File: src/rtl/obi_rr_arbiter_if.sv
// -----------------------------------------------------------------------------
// obi_rr_arbiter_if
//   Bundles the bus-side signals of obi_rr_arbiter: the NB_MASTER OBI
//   request/grant master ports (packed per master), the shared slave port,
//   and the two status flags. Signal names keep the arbiter-relative _i/_o
//   suffixes so they read the same inside and outside the arbiter.
//
//   modport slave  : the arbiter's view (it is the slave of the masters' bus
//                    and drives the shared slave port)
//   modport master : the environment's view (masters plus the shared slave
//                    device)
//
//   m_req_i    [NB]          per-master request
//   m_addr_i   [NB*AW]       per-master address, master i at [i*AW +: AW]
//   m_we_i     [NB]          per-master write enable
//   m_be_i     [NB*DW/8]     per-master byte enables
//   m_wdata_i  [NB*DW]       per-master write data
//   m_gnt_o    [NB]          per-master grant, one-hot or zero
//   m_rvalid_o [NB]          per-master response valid, one-hot or zero
//   m_rdata_o  [DW]          response data, broadcast
//   s_req_o / s_addr_o / s_we_o / s_be_o / s_wdata_o   slave request side
//   s_gnt_i / s_rvalid_i / s_rdata_i                   slave response side
//   busy_o                   any transaction outstanding
//   err_o                    sticky: response arrived with nothing outstanding
// -----------------------------------------------------------------------------
interface obi_rr_arbiter_if #(
  parameter int unsigned NB_MASTER  = 3,
  parameter int unsigned ADDR_WIDTH = 32,
  parameter int unsigned DATA_WIDTH = 32
);
  logic [NB_MASTER-1:0]              m_req_i;
  logic [NB_MASTER*ADDR_WIDTH-1:0]   m_addr_i;
  logic [NB_MASTER-1:0]              m_we_i;
  logic [NB_MASTER*DATA_WIDTH/8-1:0] m_be_i;
  logic [NB_MASTER*DATA_WIDTH-1:0]   m_wdata_i;
  logic [NB_MASTER-1:0]              m_gnt_o;
  logic [NB_MASTER-1:0]              m_rvalid_o;
  logic [DATA_WIDTH-1:0]             m_rdata_o;

  logic                              s_req_o;
  logic [ADDR_WIDTH-1:0]             s_addr_o;
  logic                              s_we_o;
  logic [DATA_WIDTH/8-1:0]           s_be_o;
  logic [DATA_WIDTH-1:0]             s_wdata_o;
  logic                              s_gnt_i;
  logic                              s_rvalid_i;
  logic [DATA_WIDTH-1:0]             s_rdata_i;

  logic                              busy_o;
  logic                              err_o;

  modport slave (
    input  m_req_i, m_addr_i, m_we_i, m_be_i, m_wdata_i,
    output m_gnt_o, m_rvalid_o, m_rdata_o,
    output s_req_o, s_addr_o, s_we_o, s_be_o, s_wdata_o,
    input  s_gnt_i, s_rvalid_i, s_rdata_i,
    output busy_o, err_o
  );

  modport master (
    output m_req_i, m_addr_i, m_we_i, m_be_i, m_wdata_i,
    input  m_gnt_o, m_rvalid_o, m_rdata_o,
    input  s_req_o, s_addr_o, s_we_o, s_be_o, s_wdata_o,
    output s_gnt_i, s_rvalid_i, s_rdata_i,
    input  busy_o, err_o
  );
endinterface

File: src/rtl/obi_rr_arbiter.sv
// -----------------------------------------------------------------------------
// obi_rr_arbiter
//   Shares one single-port OBI slave (data RAM wrapper) among NB_MASTER
//   request/grant masters (core data port, debug unit, SPI-slave loader).
//   Round-robin arbitration; once a request is presented to the slave it is
//   locked until granted so the slave sees a stable request. An in-order ID
//   FIFO of depth MAX_OUTSTANDING routes each response to its issuer.
//
//   clk    system clock
//   rst_n  asynchronous active-low reset
//   bus    obi_rr_arbiter_if.slave (masters, shared slave port, status)
// -----------------------------------------------------------------------------
module obi_rr_arbiter #(
  parameter int unsigned NB_MASTER       = 3,
  parameter int unsigned ADDR_WIDTH      = 32,
  parameter int unsigned DATA_WIDTH      = 32,
  parameter int unsigned MAX_OUTSTANDING = 2
) (
  input  logic           clk,
  input  logic           rst_n,
  obi_rr_arbiter_if.slave bus
);

  localparam int unsigned IDX_W = $clog2(NB_MASTER);
  localparam int unsigned PTR_W = (MAX_OUTSTANDING > 1) ? $clog2(MAX_OUTSTANDING) : 1;
  localparam int unsigned CNT_W = $clog2(MAX_OUTSTANDING + 1);
  localparam int unsigned BE_W  = DATA_WIDTH / 8;

  typedef logic [IDX_W-1:0] idx_t;
  typedef logic [PTR_W-1:0] ptr_t;
  typedef logic [CNT_W-1:0] cnt_t;

  localparam idx_t LAST_IDX = idx_t'(NB_MASTER - 1);
  localparam ptr_t LAST_PTR = ptr_t'(MAX_OUTSTANDING - 1);
  localparam cnt_t MAX_CNT  = cnt_t'(MAX_OUTSTANDING);

  // First requester at or after ptr, wrapping modulo NB_MASTER.
  function automatic idx_t rr_pick(input logic [NB_MASTER-1:0] req, input idx_t ptr);
    idx_t        pick  = ptr;
    logic        found = 1'b0;
    logic [31:0] cand;
    for (int k = 0; k < NB_MASTER; k++) begin
      cand = (32'(ptr) + 32'(k)) % NB_MASTER;
      if (!found && req[cand]) begin
        pick  = idx_t'(cand);
        found = 1'b1;
      end
    end
    return pick;
  endfunction

  // ---------------------------------------------------------------------------
  // State
  // ---------------------------------------------------------------------------
  idx_t rr_ptr_q,     rr_ptr_d;
  logic lock_q,       lock_d;
  idx_t locked_idx_q, locked_idx_d;
  ptr_t head_q,       head_d;
  ptr_t tail_q,       tail_d;
  cnt_t count_q,      count_d;
  logic err_q,        err_d;

  idx_t fifo_mem [MAX_OUTSTANDING];

  // ---------------------------------------------------------------------------
  // Arbitration and issue
  // ---------------------------------------------------------------------------
  idx_t sel;
  logic any_req;
  logic fifo_full;
  logic issue;
  logic push;
  logic pop;

  assign any_req   = |bus.m_req_i;
  assign fifo_full = (count_q == MAX_CNT);
  assign sel       = lock_q ? locked_idx_q : rr_pick(bus.m_req_i, rr_ptr_q);

  // Outputs are forced low while rst_n is asserted, not just the state, so
  // that a requesting master cannot reach the slave during reset. No bypass
  // when full: a same-cycle pop does not free a slot for this cycle's issue.
  assign issue = rst_n && (any_req || lock_q) && !fifo_full;
  assign push  = issue && bus.s_gnt_i;
  assign pop   = bus.s_rvalid_i && (count_q != '0);

  // ---------------------------------------------------------------------------
  // Next-state logic
  // ---------------------------------------------------------------------------
  // NOTE: every variable assigned here gets a default first so no path leaves
  // it unassigned -- otherwise synthesis infers a latch.
  always_comb begin
    rr_ptr_d     = rr_ptr_q;
    lock_d       = lock_q;
    locked_idx_d = locked_idx_q;
    head_d       = head_q;
    tail_d       = tail_q;
    count_d      = count_q;
    err_d        = err_q;

    if (push) begin
      rr_ptr_d = (sel == LAST_IDX) ? '0 : sel + idx_t'(1);
      lock_d   = 1'b0;
      tail_d   = (tail_q == LAST_PTR) ? '0 : tail_q + ptr_t'(1);
    end else if (issue) begin
      // Presented but not granted: hold this master until the slave accepts.
      lock_d       = 1'b1;
      locked_idx_d = sel;
    end

    if (pop) begin
      head_d = (head_q == LAST_PTR) ? '0 : head_q + ptr_t'(1);
    end

    unique case ({push, pop})
      2'b10:   count_d = count_q + cnt_t'(1);
      2'b01:   count_d = count_q - cnt_t'(1);
      default: count_d = count_q;
    endcase

    // Response with nothing outstanding: flag it, change nothing else.
    if (bus.s_rvalid_i && (count_q == '0)) begin
      err_d = 1'b1;
    end
  end

  // ---------------------------------------------------------------------------
  // Registers
  // ---------------------------------------------------------------------------
  // NOTE: sequential state uses non-blocking assignments so every flop samples
  // the pre-edge values regardless of statement order.
  always_ff @(posedge clk or negedge rst_n) begin
    if (!rst_n) begin
      rr_ptr_q     <= '0;
      lock_q       <= 1'b0;
      locked_idx_q <= '0;
      head_q       <= '0;
      tail_q       <= '0;
      count_q      <= '0;
      err_q        <= 1'b0;
    end else begin
      rr_ptr_q     <= rr_ptr_d;
      lock_q       <= lock_d;
      locked_idx_q <= locked_idx_d;
      head_q       <= head_d;
      tail_q       <= tail_d;
      count_q      <= count_d;
      err_q        <= err_d;
    end
  end

  // NOTE: the ID storage is deliberately not reset; an entry is only read
  // between its push and pop, and count/pointers (which are reset) guard that.
  always_ff @(posedge clk) begin
    if (push) begin
      fifo_mem[tail_q] <= sel;
    end
  end

  // ---------------------------------------------------------------------------
  // Outputs
  // ---------------------------------------------------------------------------
  always_comb begin
    bus.m_gnt_o    = '0;
    bus.m_rvalid_o = '0;
    if (push) begin
      bus.m_gnt_o[sel] = 1'b1;
    end
    if (pop) begin
      bus.m_rvalid_o[fifo_mem[head_q]] = 1'b1;
    end
  end

  assign bus.m_rdata_o = bus.s_rdata_i;

  assign bus.s_req_o   = issue;
  assign bus.s_addr_o  = rst_n ? bus.m_addr_i[sel*ADDR_WIDTH +: ADDR_WIDTH] : '0;
  assign bus.s_we_o    = rst_n ? bus.m_we_i[sel]                            : 1'b0;
  assign bus.s_be_o    = rst_n ? bus.m_be_i[sel*BE_W +: BE_W]               : '0;
  assign bus.s_wdata_o = rst_n ? bus.m_wdata_i[sel*DATA_WIDTH +: DATA_WIDTH] : '0;

  assign bus.busy_o    = (count_q != '0);
  assign bus.err_o     = err_q;

  // ---------------------------------------------------------------------------
  // Protocol properties
  // ---------------------------------------------------------------------------
  a_gnt_onehot0 : assert property (@(posedge clk) disable iff (!rst_n)
    $onehot0(bus.m_gnt_o));
  a_rvalid_onehot0 : assert property (@(posedge clk) disable iff (!rst_n)
    $onehot0(bus.m_rvalid_o));
  a_no_gnt_when_full : assert property (@(posedge clk) disable iff (!rst_n)
    fifo_full |-> (bus.m_gnt_o == '0));

endmodule

File: src/flat_wrapper.sv
// flat-port wrapper written by rule: the top's interface ports become plain ports
module obi_rr_arbiter_flat 
#(
  parameter int unsigned NB_MASTER       = 3,
  parameter int unsigned ADDR_WIDTH      = 32,
  parameter int unsigned DATA_WIDTH      = 32,
  parameter int unsigned MAX_OUTSTANDING = 2
)
  (clk, rst_n, bus_m_req_i, bus_m_addr_i, bus_m_we_i, bus_m_be_i, bus_m_wdata_i, bus_m_gnt_o, bus_m_rvalid_o, bus_m_rdata_o, bus_s_req_o, bus_s_addr_o, bus_s_we_o, bus_s_be_o, bus_s_wdata_o, bus_s_gnt_i, bus_s_rvalid_i, bus_s_rdata_i, bus_busy_o, bus_err_o);
  obi_rr_arbiter_if #(.NB_MASTER(NB_MASTER), .ADDR_WIDTH(ADDR_WIDTH), .DATA_WIDTH(DATA_WIDTH)) bus_i ();
  input  logic clk;
  input  logic rst_n;
  input wire logic [$bits(bus_i.m_req_i)-1:0] bus_m_req_i;
  input wire logic [$bits(bus_i.m_addr_i)-1:0] bus_m_addr_i;
  input wire logic [$bits(bus_i.m_we_i)-1:0] bus_m_we_i;
  input wire logic [$bits(bus_i.m_be_i)-1:0] bus_m_be_i;
  input wire logic [$bits(bus_i.m_wdata_i)-1:0] bus_m_wdata_i;
  output wire logic [$bits(bus_i.m_gnt_o)-1:0] bus_m_gnt_o;
  output wire logic [$bits(bus_i.m_rvalid_o)-1:0] bus_m_rvalid_o;
  output wire logic [$bits(bus_i.m_rdata_o)-1:0] bus_m_rdata_o;
  output wire logic [$bits(bus_i.s_req_o)-1:0] bus_s_req_o;
  output wire logic [$bits(bus_i.s_addr_o)-1:0] bus_s_addr_o;
  output wire logic [$bits(bus_i.s_we_o)-1:0] bus_s_we_o;
  output wire logic [$bits(bus_i.s_be_o)-1:0] bus_s_be_o;
  output wire logic [$bits(bus_i.s_wdata_o)-1:0] bus_s_wdata_o;
  input wire logic [$bits(bus_i.s_gnt_i)-1:0] bus_s_gnt_i;
  input wire logic [$bits(bus_i.s_rvalid_i)-1:0] bus_s_rvalid_i;
  input wire logic [$bits(bus_i.s_rdata_i)-1:0] bus_s_rdata_i;
  output wire logic [$bits(bus_i.busy_o)-1:0] bus_busy_o;
  output wire logic [$bits(bus_i.err_o)-1:0] bus_err_o;
  assign bus_i.m_req_i = bus_m_req_i;
  assign bus_i.m_addr_i = bus_m_addr_i;
  assign bus_i.m_we_i = bus_m_we_i;
  assign bus_i.m_be_i = bus_m_be_i;
  assign bus_i.m_wdata_i = bus_m_wdata_i;
  assign bus_m_gnt_o = bus_i.m_gnt_o;
  assign bus_m_rvalid_o = bus_i.m_rvalid_o;
  assign bus_m_rdata_o = bus_i.m_rdata_o;
  assign bus_s_req_o = bus_i.s_req_o;
  assign bus_s_addr_o = bus_i.s_addr_o;
  assign bus_s_we_o = bus_i.s_we_o;
  assign bus_s_be_o = bus_i.s_be_o;
  assign bus_s_wdata_o = bus_i.s_wdata_o;
  assign bus_i.s_gnt_i = bus_s_gnt_i;
  assign bus_i.s_rvalid_i = bus_s_rvalid_i;
  assign bus_i.s_rdata_i = bus_s_rdata_i;
  assign bus_busy_o = bus_i.busy_o;
  assign bus_err_o = bus_i.err_o;
  obi_rr_arbiter #(.NB_MASTER(NB_MASTER), .ADDR_WIDTH(ADDR_WIDTH), .DATA_WIDTH(DATA_WIDTH), .MAX_OUTSTANDING(MAX_OUTSTANDING)) u_core (.clk(clk), .rst_n(rst_n), .bus(bus_i));
endmodule
File: config.mk
export PLATFORM = sky130hd
export DESIGN_NAME = obi_rr_arbiter_flat
export DESIGN_NICKNAME = d
export VERILOG_FILES = /design/src/rtl/obi_rr_arbiter_if.sv /design/src/rtl/obi_rr_arbiter.sv /design/src/flat_wrapper.sv
export SDC_FILE = /design/constraint.sdc
export NUM_CORES = 1
export LEC_CHECK = 0
export BUFFER_PORTS_ARGS = -buffer_cell sky130_fd_sc_hd__buf_4
export CORE_AREA = 2 2 137 139
export CTS_CLUSTER_DIAMETER = 40
export DETAILED_ROUTE_END_ITERATION = 6
export DIE_AREA = 0 0 139 141
export PLACE_DENSITY = 0.42
export SKIP_LAST_GASP = 1
export SLEW_MARGIN = 10
export SYNTH_ARGS = -nofsm -noshare
export SYNTH_HDL_FRONTEND = slang
export SYNTH_SLANG_ARGS = --single-unit
File: constraint.sdc
create_clock -name clk -period 8.3 [get_ports clk]
set_input_delay 0.415 -clock clk [delete_from_list [all_inputs] [get_ports clk]]
set_output_delay 0.415 -clock clk [all_outputs]
set_load 0.01 [all_outputs]
==> reports/qor.txt, run 1 <==
status - finished, final reports clean
Starting Density - 15.02%
Post-DP HPWL - 12,780 um
Int Power - 864.8 uW
antenna cell count - 0
H-tree depth - 1
clock skew - 2.512 ps
CTS Buf Count - 3
leak pwr - 0.002360 uW
Via density - 4.640
largest net degree at the start of global routing - 74
switching part of the total - 50.82%
core area - 18,270 um2
placed cell count - 844
share of the synthesized area in the top cell type - 25.17%
crit path kind - register to primary output
Final Hold Viols - 0
P_sw - 893.7 uW
I/O pin count - 356
Seq pwr share - 7.6%
number of flops mapped to enable cells by yosys - 4
WL final - 15,930 um
# DRC - 0
crit start category - register
post-route ant nets - 0
FP Rows - 50
syn_area_per_cell - 7.072 um2
GR Overflow Total - 0
Synth Net Count - 639
CTS tree - done
synthesis-to-layout area growth - 79.66%
Post-synth ARST share - 71.43%
RSZ-0062 raised after global routing - false
Setup violations, final - 0
NumNets Final - 866
first-pass GRT wire length - 23,520 um
I/O Buffers - 291
Die W - 139 um
die height - 141 um
fmax - 212.0 MHz
Area contributors post-synth - a221o_1 25%, nor3_1 13%, nand2_1 11%
VDD IR-drop max - 0.0001824 V
vias in the first global route - 4,091
DRT Pass-1 Iters - 4
fin crit period - 4718 ps
Critical Path Start - u_core.rr_ptr_q[0]
Worst Tran Pin Value - 1147 ps
Max Cap Viol - 0
Power per Cell Area - 356.7 nW/um2
CTS Buffer Depth - 2
critical-path maximum fanout - 73
share of layout cells above drive strength 1 - 50.65%
Final Max Slew Viols - 0
crit path DAT - 4300 ps
Filler cells - 2,038
pre-CTS setup slack - 3824 ps
worst setup margin - 3582 ps
area of the die - 19,600 um2
R2R Path Start - u_core.rr_ptr_q[0]
multi-input logic area - 1918 um2
HP Class - input pin to async pin
Seq/Total Area, Yosys - 13.50%
initial detailed-routing violation count - 178
Post-CTS Hold Fix Bufs - 0
number of gates resized after CTS - 0
Synth area leader - a221o_1
Register Area - 370.4 um2
count of different cell masters after synthesis - 41
Post-CTS Setup Bufs - 0
clk_lat worst skew - 240 ps
dominant synthesized flop cell - dfrtp_1
Clk pwr share - 5.7%
average wire per standard cell - 18.78 um
Logic pwr share - 86.7%
setup TNS - 0 ps
clock transition at the registers of the reported paths - 50 ps
Cell Count, Final, Fillers Out - 848
initial antenna violation count - 0
critical path capture point type - primary output
Global Route Usage Sum - 14.85%
Yosys reg bits - 14
Crit path required time - 7890 ps
Slew HR - 23.45%
Post-Syn Instances - 388
crit share post-route - 56.84%
Syn Std Cell Area - 2744 um2
clk root buf - clkbuf_16
Vias - 3,935
routability cong. - 0.8277
Ys Warns - 0
# clock sinks - 14
[registers in the layout, indices dropped and copies added (netlist names)]
name / count
u_core.bus.err_o: 1
u_core.tail_q: 1
u_core.count_q: 2
u_core.lock_q: 1
u_core.head_q: 1
u_core.locked_idx_q: 2
u_core.fifo_mem: 4
u_core.rr_ptr_q: 2
[worst paths after layout]
path | depth (start not counted) | slack (ps) | end
max | 11 | 3580 | bus_s_addr_o[8]
min | 1 | 10 | u_core.bus.err_o
max reg2reg | 9 | 5090 | u_core.locked_idx_q[0]
min reg2reg | 1 | 470 | u_core.bus.err_o
max in group asynchronous | 1 | 8120 | u_core.locked_idx_q[1]
min in group clk | 2 | 380 | u_core.bus.err_o
[stage by stage]
step	power, uW	cell area, um2	util (%)	hold WS (ps)
5_1_grt	1893	4930	26.99	20.41
6_report	1758	4930	26.99	13.89
3_5_place_dp	1678	4841	26.50	272.6
4_1_cts	1785	4930	26.99	14.94
2_1_floorplan	1061	2744	-	119.4
3_3_place_gp	1664	4841	26.50	269.7
[critical path: stages, from the launching register on]
cell	delay, ps
dfrtp_1	410
inv_1	80
ha_1	460
mux2i_1	160
o21ai_0	190
nand3b_1	140
a32oi_4	200
buf_4	670
and3_2	720
buf_4	520
a221o_1	310
buf_4	160
[cells by family (layout without fill, tap and decap cells)]
| logic type | after synthesis | in the layout | synth area share (%) |
|---|---|---|---|
| buffers and inverters | 84 | 310 | 17.88 |
| DFF | 14 | 14 | 13.50 |
| muxes | 4 | 4 | 1.687 |
| AOI/OAI and AO/OA | 93 | 93 | 32.19 |
| xor gates and xnor gates | 5 | 5 | 1.596 |
| and+or+nand+nor | 183 | 183 | 30.87 |
| adders and majority gates | 5 | 5 | 2.280 |
[layer usage]
| layer | track usage (%) | part of all wire (%) |
|---|---|---|
| met5 | 0 | 0 |
| met4 | 4.359 | 2.4 |
| met3 | 2.446 | 6.0 |
| met2 | 27.98 | 53 |
| met1 | 17.24 | 38 |
[area by class of cell]
cell class | count | area share [%]
Timing Repair Buffer | 296 | 45.08
Sequential cell | 14 | 7.513
Clock buffer | 4 | 1.802
Multi-Input combinational cell | 290 | 38.91
Inverter | 10 | 0.7614
Tap cell | 234 | 5.939
[synth_stat cells (all sizes together), types with 2 or more instances]
cell	number
and3b	3
a211oi	3
buf	53
ha	5
nor2	14
o21ai	5
mux2	2
nand2b	3
clkbuf	21
nor2b	4
nor3	72
a221o	69
inv	10
edfxtp	4
and3	2
dfrtp	10
a21o	3
a21oi	4
nand2	77
xnor2	5
mux2i	2
a22o	2
a32oi	2
[power by group through the flow]
stage          registers [uW]  logic [uW]  clock network, uW
2_1_floorplan             121         940                  0
3_3_place_gp              133        1530                  0
3_5_place_dp              134        1540                  0
4_1_cts                   133        1550                102
5_1_grt                   138        1650                106
6_report                  134        1520               99.8
[cell usage in the layout, fill, tap and decap left out, types with 2 or more instances in the layout]
cell,n
dfrtp_1,10
nand2_1,77
o21ai_0,5
a22o_1,2
clkbuf_16,3
a21oi_1,4
nor2b_1,3
a211oi_2,2
a221o_1,69
inv_1,10
nor3_1,72
edfxtp_1,4
mux2i_1,2
xnor2_1,5
nand2b_1,3
nor2_1,14
buf_4,296
and3b_1,3
a21o_1,3
ha_1,5
No activity file was read; power rests on OpenSTA's default activity.
==> inputs of run 2 (changes only) <==
CORE_AREA = 2 2 140 142   (was 2 2 137 139)
DIE_AREA = 0 0 142 144   (was 0 0 139 141)
clock period = 4.18 ns   (was 8.3 ns; I/O delays follow)
==> reports/qor.txt, run 2 (synthesis results as in run 1) <==
synthesis-to-layout area growth - 81.21%
Worst Path Buf+Inv - 3 (-1)
most used cell, CP - buf_4
Hold Path Origin - bus_s_rvalid_i
fin crit period - 3820 ps
largest net degree at the start of global routing - 71 (-4.1%)
status - finished, final reports clean
core area - 19,080 um2 (+4.4%)
I/O Buffers - 291 (unchanged)
commonest non-fill, non-tap cell in the layout - buf_4
placed cell count - 850 (+0.71%)
Final Hold Viols - 0 (unchanged)
Worst Tran Pin Value - 1118 ps (-29.29 ps)
clk root buf - clkbuf_16
slowest cell on the critical path - and3_2
FP Rows - 51 (+2.0%)
Crit path largest cell delay - 570 ps (-150 ps)
Worst R2R Setup Slack - 1330 ps (-3760 ps)
I/O pin count - 356 (unchanged)
HP Class - input pin to register
initial detailed-routing violation count - 238 (+34%)
pre-CTS setup slack - 628.1 ps (-3196 ps)
RSZ-0062 raised after global routing - false
average wire per standard cell - 18.91 um (+0.67%)
R2R Path Start - u_core.rr_ptr_q[0]
share of layout cells above drive strength 1 - 50.73% (+0.078 points)
WL final - 16,170 um (+1.5%)
setup TNS - 0 ps (unchanged)
antenna cell count - 0 (unchanged)
Vias - 3,924 (-0.28%)
critical-path maximum fanout - 54 (-26%)
Via density - 4.589 (-1.1%)
crit-path cells - inv_1, ha_1, mux2i_1, o221ai_2, o32ai_2, o21ai_0, and3_2, buf_4, a221o_1, buf_4
final core utilization - 26.06% (-0.93 points)
crit start category - register
# DRC - 0 (unchanged)
H-tree depth - 1 (unchanged)
first-pass GRT wire length - 23,000 um (-2.2%)
Reg2Reg Depth - 9 (unchanged)
crit path kind - register to primary output
Global Route Usage Sum - 14.33% (-0.52 points)
Worst Hold End - u_core.bus.err_o
leak pwr - 0.002378 uW (+0.74%)
Final Max Slew Viols - 0 (unchanged)
Post-CTS Hold Fix Bufs - 1 (+1)
post-route ant nets - 0 (unchanged)
clk_lat worst skew - 250 ps (about the same)
crit path DAT - 3610 ps (-690 ps)
area of the die - 20,450 um2 (+4.3%)
initial antenna violation count - 0 (unchanged)
worst setup margin - 359.6 ps (-3223 ps)
Slew HR - 25.48% (+2.0 points)
Starting Density - 14.38% (-0.64 points)
gr busiest metal - met2
Max Cap Viol - 0 (unchanged)
DRT Pass-1 Iters - 4 (unchanged)
fmax - 261.8 MHz
grt met2 use - 27.43% (-0.54 points)
CTS Buf Count - 3 (unchanged)
Top delay family on crit path - compound AO/OA/AOI/OAI gates
number of gates resized after CTS - 0 (unchanged)
NumNets Final - 869 (+0.35%)
max FFs per register - 4 (unchanged)
VDD IR-drop max - 0.0002728 V (+50%)
GR Overflow Total - 0 (unchanged)
crit share post-route - 91.40%
met3 Use GR - 3.377% (+0.93 points)
Die W - 142 um (+2.2%)
Post-CTS Setup Bufs - 0 (unchanged)
Post-DP HPWL - 13,080 um (+2.3%)
CTS tree - done
die height - 144 um (+2.1%)
Setup violations, final - 0 (unchanged)
terminus of the critical flop-to-flop path - u_core.locked_idx_q[0]
Cell Count, Final, Fillers Out - 855 (+0.83%)
routability cong. - 0.8438 (+1.9%)
critical path capture point type - primary output
Reg with most FFs - u_core.fifo_mem
Hold Path Stages - 2
M1 GR Usage - 16.49% (-0.74 points)
clock transition at the registers of the reported paths - 50 ps (about the same)
clock skew - 1.896 ps (-0.6154 ps)
CTS Buffer Depth - 2 (unchanged)
vias in the first global route - 3,943 (-3.6%)
Crit path required time - 3970 ps (-3920 ps)
Power per Cell Area - 721.2 nW/um2 (+100%)
Filler cells - 2,095 (+2.8%)
# clock sinks - 14 (unchanged)
Hold Slack - 173.6 ps (+159.7 ps)
commonest non-fill, non-tap cells in the layout - 297 x buf_4, 77 x nand2_1, 72 x nor3_1
run 2: worst reg2reg max path: stages, from the launching register on:
cell and delay (ps):
dfrtp_1 400, inv_1 80, ha_1 450, mux2i_1 320
o221ai_2 170, o32ai_2 370, o22a_2 240, buf_12 300
or2_1 280, mux2_2 190
run 2: worst max-delay path by stage:
stage / depth (start not counted) / slack [ps] / startpoint / end
global placement: 10 / 720 / u_core.rr_ptr_q[0] / bus_s_addr_o[16]
finish: 10 / 360 / u_core.rr_ptr_q[0] / bus_s_addr_o[13]
detailed placement: 10 / 630 / u_core.rr_ptr_q[0] / bus_s_addr_o[13]
CTS: 10 / 360 / u_core.rr_ptr_q[1] / bus_s_addr_o[13]
global route: 10 / 120 / u_core.rr_ptr_q[1] / bus_s_addr_o[17]
floorplan: 12 / 1410 / u_core.rr_ptr_q[0] / bus_s_addr_o[21]
run 2: through the flow:
step           total power [uW]  instance area, um2
3_3_place_gp               3396                4873
3_5_place_dp               3416                4873
2_1_floorplan              2107                2744
6_report                   3586                4972
4_1_cts                    3634                4972
5_1_grt                    3846                4972
run 2: metal layers:
metal  up-vias  wire [um]
met3        14       1111
met4         0        147
met5         -          0
met1      1832       6086
li1       1896          -
met2       182       8821
run 2: cell type report:
| class | count | area [um2] | area share [%] |
|---|---|---|---|
| Multi-Input combinational cell | 290 | 1918 | 38.58 |
| Tap cell | 238 | 297.8 | 5.989 |
| Timing Repair Buffer | 299 | 2260 | 45.45 |
| Inverter | 10 | 37.54 | 0.7549 |
| Clock buffer | 4 | 88.84 | 1.787 |
| Sequential cell | 14 | 370.4 | 7.448 |
run 2: report_power, final:
part,internal (uW),switching [uW]
clock,145,56.0
sequential,205,60.9
combinational,1410,1710
total,1760,1820
